File: src/rtl/spi_defs.sv
// Shared definitions for the SPI master: character sizing, shift-engine
// state encoding and the bit-order index helper.
package spi_defs;

    localparam int DATA_W = 32;
    localparam int LEN_W  = 5;
    localparam int CNT_W  = LEN_W + 1;

    typedef enum logic {
        ST_IDLE = 1'b0,
        ST_XFER = 1'b1
    } state_t;

    // Position of the k-th transferred bit inside an n-bit character.
    function automatic logic [LEN_W-1:0] idx(input logic [CNT_W-1:0] k,
                                             input logic [CNT_W-1:0] n,
                                             input logic             lsb_first);
        logic [CNT_W-1:0] t;
        t = lsb_first ? k : (n - CNT_W'(1) - k);
        return t[LEN_W-1:0];
    endfunction

endpackage

File: src/rtl/spi_edge_sel.sv
// Routes the clock generator's edge strobes to the transmit and receive
// paths according to the configured SPI mode.
module spi_edge_sel (
    input  logic tx_negedge,
    input  logic rx_negedge,
    input  logic pos_edge,
    input  logic neg_edge,
    output logic tx_edge,
    output logic rx_edge
);

    assign tx_edge = tx_negedge ? neg_edge : pos_edge;
    assign rx_edge = rx_negedge ? neg_edge : pos_edge;

endmodule

File: src/rtl/spi_shift.sv
// SPI master serial data engine: shifts one character out on MOSI and in
// from MISO.  States: ST_IDLE | waiting for go ; ST_XFER | shifting.
module spi_shift
    import spi_defs::*;
(
    input  logic              wb_clk,
    input  logic              wb_reset,
    input  logic              go,
    input  logic [LEN_W-1:0]  len,
    input  logic              lsb,
    input  logic              tx_negedge,
    input  logic              rx_negedge,
    input  logic              pos_edge,
    input  logic              neg_edge,
    input  logic              latch,
    input  logic [DATA_W-1:0] p_in,
    input  logic              s_in,
    output logic              s_out,
    output logic [DATA_W-1:0] p_out,
    output logic              tip,
    output logic              last,
    output logic              done
);

    state_t            state, state_nx;
    logic [DATA_W-1:0] shadow;
    logic [DATA_W-1:0] tx_src;
    logic [CNT_W-1:0]  n_q, n_new, tx_cnt, rx_cnt;
    logic              tx_edge, rx_edge, rx_final;

    spi_edge_sel u_edge_sel (
        .tx_negedge (tx_negedge),
        .rx_negedge (rx_negedge),
        .pos_edge   (pos_edge),
        .neg_edge   (neg_edge),
        .tx_edge    (tx_edge),
        .rx_edge    (rx_edge)
    );

    assign n_new    = (len == '0) ? CNT_W'(DATA_W) : {1'b0, len};
    // A latch coinciding with go must already drive the first bit.
    assign tx_src   = latch ? p_in : shadow;
    assign rx_final = (rx_cnt == n_q - CNT_W'(1));
    assign last     = tip & rx_final;

    always_comb begin
        state_nx = state;
        case (state)
            ST_IDLE: if (go) state_nx = ST_XFER;
            ST_XFER: if (rx_edge && rx_final) state_nx = ST_IDLE;
            default: state_nx = ST_IDLE;
        endcase
    end

    always_ff @(posedge wb_clk) begin
        if (wb_reset) begin
            state  <= ST_IDLE;
            s_out  <= 1'b0;
            p_out  <= '0;
            tip    <= 1'b0;
            done   <= 1'b0;
            shadow <= '0;
            n_q    <= '0;
            tx_cnt <= '0;
            rx_cnt <= '0;
        end else begin
            state <= state_nx;
            done  <= 1'b0;
            case (state)
                ST_IDLE: begin
                    if (latch) shadow <= p_in;
                    if (go) begin
                        tip    <= 1'b1;
                        n_q    <= n_new;
                        p_out  <= '0;
                        tx_cnt <= CNT_W'(1);
                        rx_cnt <= '0;
                        s_out  <= tx_src[idx('0, n_new, lsb)];
                    end
                end
                ST_XFER: begin
                    if (rx_edge) begin
                        p_out[idx(rx_cnt, n_q, lsb)] <= s_in;
                        rx_cnt <= rx_cnt + CNT_W'(1);
                        if (rx_final) begin
                            tip  <= 1'b0;
                            done <= 1'b1;
                        end
                    end
                    // Saturate after the final bit so s_out never wraps.
                    if (tx_edge && (tx_cnt < n_q)) begin
                        s_out  <= shadow[idx(tx_cnt, n_q, lsb)];
                        tx_cnt <= tx_cnt + CNT_W'(1);
                    end
                end
                default: ;
            endcase
        end
    end

endmodule

File: config.mk
export PLATFORM = sky130hd
export DESIGN_NAME = spi_shift
export DESIGN_NICKNAME = d
export VERILOG_FILES = /design/src/rtl/spi_defs.sv /design/src/rtl/spi_edge_sel.sv /design/src/rtl/spi_shift.sv
export SDC_FILE = /design/constraint.sdc
export NUM_CORES = 1
export LEC_CHECK = 0
export CORE_AREA = 3 3 118 86
export CTS_BUF_LIST = sky130_fd_sc_hd__clkbuf_8
export DETAILED_ROUTE_END_ITERATION = 12
export DIE_AREA = 0 0 121 89
export DONT_BUFFER_PORTS = 1
export PLACE_DENSITY = 0.84
export SETUP_SLACK_MARGIN = 0.1
export SLEW_MARGIN = 20
export SYNTH_ARGS = -nofsm -noshare
export SYNTH_HDL_FRONTEND = slang
export SYNTH_HIERARCHICAL = 1
export SYNTH_SLANG_ARGS = --single-unit
File: constraint.sdc
create_clock -name wb_clk -period 3.45 [get_ports wb_clk]
set_input_delay 0.69 -clock wb_clk [delete_from_list [all_inputs] [get_ports wb_clk]]
set_output_delay 0.69 -clock wb_clk [all_outputs]
set_load 0.02 [all_outputs]
==> results_dict.tcl, run 1 <==
set metrics [dict create \
    cts_tree "done" \
    antenna_found_initial 0 \
    die_width_um 121 \
    p_switching_mw 0.704 \
    rsz0062_at_grt "yes" \
    syn_area_per_cell_um2 7.88 \
    vias 4750 \
    numCtsBuffers 9 \
    synthDistinctLibCells 60 \
    drtIter0Drc 539 \
    netlist_top_cells_area "dfxtp_1 (33%), nand2_1 (11%), mux2i_1 (8.3%)" \
    synth_seq_area_share_pct 33.2 \
    cts_buffer_depth 2 \
    clock_latency_ns 0.37 \
    via_per_inst 6.23 \
    fin_crit_ns 3.15 \
    diodes 0 \
    grt_max_degree 58 \
    worst-path-buf-inv 2 \
    tightestPinTransition_ns 1.02 \
    drive_gt1_share_pct 7.68 \
    syn_inst 657 \
    power.density_nw_per_um2 424 \
    grt_overflow_total 0 \
    synth.top_cells.by_count "nand2_1 (150), dfxtp_1 (86), a21oi_1 (51)" \
    register_area_um2 1720 \
    internal_power_mw 1.61 \
    setup_ws_ns 0.300 \
    grt_pass1_vias 4440 \
    hold-path-cell-count 1 \
    max_freq_mhz 318 \
    preCtsSetupSlack_ns 0.286 \
    ios 83 \
    utilization_pct 60.4 \
    clkPwrFrac_pct 33.9 \
    fin_setup_tns_ns 0 \
    postCtsSetupBuffers 0 \
    cp-start-kind "flop" \
    die_area_um2 10800 \
    required_ns 3.67 \
    vdd_drop_max_mv 0.268 \
    synthesis.area_um2 5180 \
    hold_viol_final 0 \
    coreArea_um2 9030 \
    fp.dieH_um 89 \
    crit_path_start "n_q[0]$_SDFFE_PP0P_" \
    finalCritPeriodShare_pct 91.3 \
    syn_nets 724 \
    yosysWarningCount 6 \
    ant_nets 0 \
    crit_fanout 8 \
    wl_per_cell_um 18.4 \
    finalNetCount 700 \
    clock_sinks 86 \
    wirelength_um 14000 \
    critical_path.top_delay_family "simple AND/OR/NAND/NOR gates" \
    io_buffers 0 \
    start_util_pct 57.3 \
    multiInputGateArea_um2 3240 \
    relSlewSlack_pct 31.9 \
    combPwrFrac_pct 20.3 \
    fin_hold_ws_ns 0.383 \
    hold_class "in2reg" \
    cp_data_arrival_time_ns 3.37 \
    crit_chain "inv_1 > ha_1 > inv_1 > ha_1 > nor2b_1 > o21ai_0 > a21boi_0 > o31ai_1 > nor2b_1 > nand3_1 > mux2i_1" \
    drv_slew 0 \
    path_depth 11 \
    synth_top_cell_by_area "dfxtp_1" \
    status "finished, final reports clean" \
    route.detailed.drc 0 \
    grt_pass1_wl_um 22800 \
    dp_hpwl_um 10100 \
    synthArstFlopShare_pct 0 \
    regToRegStartpoint "n_q[0]$_SDFFE_PP0P_" \
    firstDrtPassIters 5 \
    yosysMostFrequentCell "nand2_1" \
    h-tree-depth 3 \
    max_stage_delay_ns 0.52 \
    skew_ns 0.0159 \
    synth_edf_count 0 \
    rrSetupSlack_ns 0.30 \
    routabilityCongestion 0.985 \
    cpMaxStageDelayCell "nor2b_1" \
    worst_r2r_endpoint "p_out[29]$_SDFFE_PP0P_" \
    ys_ff_latch 86 \
    synth_top_area_share_pct 33.2 \
    grtUsageTotal_pct 26.5 \
    endpoint "p_out[29]$_SDFFE_PP0P_" \
    maxCapViolCount 0 \
    synth-main-ff-cell "dfxtp_1" \
    cellLeakagePower_nw 2.05 \
    critPathKind "reg2reg" \
    fillers 757 \
    areaGrowthSynthToFinish_pct 5.36 \
    num_rows 29 \
    clk_pin_slew_ns 0.10 \
    worstRegToRegCells 11 \
    finalSetupViolations 0 \
    switching_share_pct 30.4 \
    root_buffer "clkbuf_8" \
    p_seq_share_pct 45.8 \
    cp-end-kind "flop" \
]
-- layout by cell type, fill, tap and decap left out, drive strengths merged, types with 5 or more instances in the layout --
cell / count
a21oi: 51
ha: 18
nor3b: 5
nand4: 7
a22oi: 6
nor2b: 13
o21ai: 11
a31oi: 6
nor4: 9
nor2: 35
nand2b: 10
inv: 23
clkbuf: 9
xnor2: 7
buf: 7
mux2: 6
nand2: 150
mux4: 9
nand3: 49
dfxtp: 86
mux2i: 43
nor3: 16
xor2: 7
-- kinds of logic (layout without fill, tap and decap cells) --
kind of cell / after synthesis / count (layout) / share of synthesized area (%)
flops: 86 / 86 / 33.2
buf+inv: 62 / 43 / 4.88
simple gates: 312 / 312 / 28.1
mux: 58 / 58 / 13.6
fa+ha+maj: 20 / 20 / 5.12
compound gates: 105 / 105 / 12.4
xor+xnor: 14 / 14 / 2.66
-- per-layer routing --
layer | part of all wire (%) | track usage, %
met3 | 12 | 9.55
met4 | 1.9 | 7.30
met2 | 44 | 40.6
met1 | 42 | 35.7
met5 | 0 | 0
-- worst min path at each step --
stage	startpoint	to	slack, ns
global placement	shadow[10]$_SDFFE_PP0N_	shadow[10]$_SDFFE_PP0N_	0.45
floorplan	shadow[30]$_SDFFE_PP0N_	shadow[30]$_SDFFE_PP0N_	0.44
finish	wb_reset	shadow[28]$_SDFFE_PP0N_	0.38
global route	wb_reset	n_q[0]$_SDFFE_PP0P_	0.37
CTS	wb_reset	n_q[0]$_SDFFE_PP0P_	0.37
detailed placement	shadow[17]$_SDFFE_PP0N_	shadow[17]$_SDFFE_PP0N_	0.46
-- power groups by stage --
stage,registers [mW],clock network [mW],logic [mW]
floorplan,1.07,0,0.378
detailed placement,1.08,0,0.449
finish,1.06,0.785,0.469
global route,1.07,0.828,0.515
CTS,1.06,0.790,0.453
global placement,1.08,0,0.433
-- through the flow --
step	cell area (um^2)	cells	power, mW
floorplan	5180	657	1.45
global placement	5220	746	1.51
detailed placement	5220	746	1.53
CTS	5430	762	2.30
global route	5460	762	2.41
finish	5460	762	2.31
-- what timing repair did --
action,4_1_cts,5_1_grt
setup endpoints to repair,0,18
hold buffers,0,0
resized for setup,0,3
-- registers in the layout (all words and copies together), names as in the netlist --
register and count:
shadow 32, rx_cnt 6, n_q 6, done 1
tx_cnt 6, state 1, tip 1, s_out 1
p_out 32
-- area by class of cell --
| class | instances | share of cell area [%] |
|---|---|---|
| clock buffers | 9 | 2.27 |
| clock inverters | 7 | 1.65 |
| well taps | 124 | 2.84 |
| repair buffers | 7 | 0.963 |
| inverters | 20 | 1.38 |
| multi-input cells | 509 | 59.4 |
| flip-flops and latches | 86 | 31.5 |
No activity file was read; power rests on OpenSTA's default activity.
==> inputs of run 2 (changes only) <==
--- a/config.mk
+++ b/config.mk
@@ -11,6 +11,7 @@
 export DIE_AREA = 0 0 121 89
 export DONT_BUFFER_PORTS = 1
 export PLACE_DENSITY = 0.84
+export REMOVE_ABC_BUFFERS = 1
 export SETUP_SLACK_MARGIN = 0.1
 export SLEW_MARGIN = 20
 export SYNTH_ARGS = -nofsm -noshare
==> results_dict.tcl, run 2 (synthesized netlist as in run 1, its figures left out) <==
set metrics [dict create \
    worstRegToRegCells 11 \
    regToRegStartpoint "n_q[0]$_SDFFE_PP0P_" \
    fp.dieH_um 89 \
    ios 83 \
    final_common_cell "nand2_1" \
    cpMaxStageDelayCell "nor3_1" \
    firstDrtPassIters 5 \
    required_ns 2.76 \
    hold_class "in2reg" \
    finalNetCount 702 \
    critical_path.top_delay_family "simple AND/OR/NAND/NOR gates" \
    h-tree-depth 3 \
    cp-end-kind "output pin" \
    grt_max_degree 58 \
    start_util_pct 57.3 \
    worst-path-buf-inv 0 \
    cp-start-kind "flop" \
    reg_top3 "p_out: 32 flops, shadow: 32 flops" \
    min_from "wb_reset" \
    cellLeakagePower_nw 2.05 \
    grt_pass1_vias 4259 \
    preCtsSetupSlack_ns 0.344 \
    cts_buffer_depth 2 \
    num_rows 29 \
    hold_buffers 0 \
    cp_data_arrival_time_ns 2.53 \
    die_width_um 121 \
    dp_hpwl_um 9820 \
    via_per_inst 6.19 \
    wirelength_um 13500 \
    vias 4723 \
    clock_latency_ns 0.37 \
    grtUsageTotal_pct 24.9 \
    antenna_found_initial 0 \
    wl_per_cell_um 17.7 \
    route.detailed.drc 0 \
    skew_ns 0.0156 \
    grtUsageMet1_pct 35.8 \
    postCtsSetupBuffers 0 \
    gr-max-usage-layer "met2" \
    vdd_drop_max_mv 0.297 \
    critPathKind "reg2out" \
    max_freq_mhz 310 \
    rsz0062_at_grt "no" \
    power.density_nw_per_um2 423 \
    hold_viol_final 0 \
    whs_endpoint "shadow[8]$_SDFFE_PP0N_" \
    gr-usage-met2_pct 37.6 \
    drtIter0Drc 468 \
    crit_fanout 6 \
    die_area_um2 10800 \
    root_buffer "clkbuf_8" \
    finalSetupViolations 0 \
    drv_slew 0 \
    cts_tree "done" \
    maxCapViolCount 0 \
    finalCritPeriodShare_pct 93.4 \
    clock_sinks 86 \
    hold-path-cell-count 1 \
    timing.critical_path.mode_cell "nor3_1" \
    drive_gt1_share_pct 8.14 \
    worst_r2r_endpoint "p_out[10]$_SDFFE_PP0P_" \
    status "finished, final reports clean" \
    numCtsBuffers 9 \
    setup_ws_ns 0.227 \
    diodes 0 \
    io_buffers 0 \
    fin_setup_tns_ns 0 \
    tightestPinTransition_ns 0.692 \
    relSlewSlack_pct 53.7 \
    coreArea_um2 9030 \
    grt_pass1_wl_um 21600 \
    grt_overflow_total 0 \
    fin_crit_ns 3.22 \
    final_cell_mix "nand2_1 (150), dfxtp_1 (86), a21oi_1 (51), nand3_1 (49), mux2i_1 (43)" \
    ant_nets 0 \
    areaGrowthSynthToFinish_pct 5.58 \
    rrSetupSlack_ns 0.32 \
    crit_chain "nor3_1 > xnor2_1 > ha_1 > nand4_1 > nor3_1 > and2_1" \
    routabilityCongestion 0.923 \
    max_stage_delay_ns 0.42 \
    finalPower_mw 2.32 \
    clk_pin_slew_ns 0.09 \
    met3_usage_pct 7.53 \
]
[run 2: worst max-delay path by stage]
stage,startpoint,end,slack [ns],depth (start not counted)
6_report,n_q[0]$_SDFFE_PP0P_,last,0.23,6
5_1_grt,n_q[0]$_SDFFE_PP0P_,p_out[10]$_SDFFE_PP0P_,0.05,11
4_1_cts,n_q[0]$_SDFFE_PP0P_,p_out[10]$_SDFFE_PP0P_,0.32,11
3_5_place_dp,n_q[0]$_SDFFE_PP0P_,p_out[10]$_SDFFE_PP0P_,0.34,11
3_3_place_gp,n_q[0]$_SDFFE_PP0P_,p_out[10]$_SDFFE_PP0P_,0.55,12
2_1_floorplan,n_q[0]$_SDFFE_PP0P_,p_out[24]$_SDFFE_PP0P_,0.74,11
[run 2: worst reg2reg max path, stage by stage (launching register included)]
cell and delay, ns:
dfxtp_1 0.44, inv_1 0.07, ha_1 0.38, inv_1 0.10
ha_1 0.30, nor2b_1 0.14, o21ai_0 0.23, a21boi_0 0.15
o31ai_2 0.34, nand2_1 0.26, nor4_1 0.41, mux2i_1 0.23
[run 2: per-stage QoR]
| stage | std cells | cell area (um^2) | hold slack (ns) | utilization (%) |
|---|---|---|---|---|
| 2_1_floorplan | 615 | 5000 | 0.439 | - |
| 3_5_place_dp | 748 | 5230 | 0.455 | 57.9 |
| 3_3_place_gp | 748 | 5230 | 0.453 | 57.9 |
| 6_report | 763 | 5470 | 0.386 | 60.5 |
| 4_1_cts | 763 | 5450 | 0.371 | 60.3 |
| 5_1_grt | 763 | 5470 | 0.362 | 60.5 |
[run 2: per-layer routing]
layer / vias up / share of wire, %
li1: 2251 / -
met1: 2205 / 43
met2: 251 / 44
met3: 16 / 12
met4: 0 / 0.99
met5: - / 0
[run 2: final cells by class]
cell class / instances / area, um^2
inverter: 20 / 75.1
timing repair buffer: 9 / 67.6
clock inverter: 6 / 93.8
fill: 773 / 3570
sequential: 86 / 1720
multi-input combinational: 509 / 3230
tap: 124 / 155
clock buffer: 9 / 124
[run 2: what timing repair did]
action	CTS	global route
resized for setup	0	2
setup endpoints to repair	0	8
hold endpoints to repair	0	0
[run 2: power by group]
| part | internal (mW) | total, mW | switching (mW) | leakage, nW |
|---|---|---|---|---|
| registers | 1.02 | 1.06 | 0.0384 | 0.699 |
| clock network | 0.411 | 0.795 | 0.384 | 0.107 |
| logic | 0.181 | 0.457 | 0.276 | 1.25 |
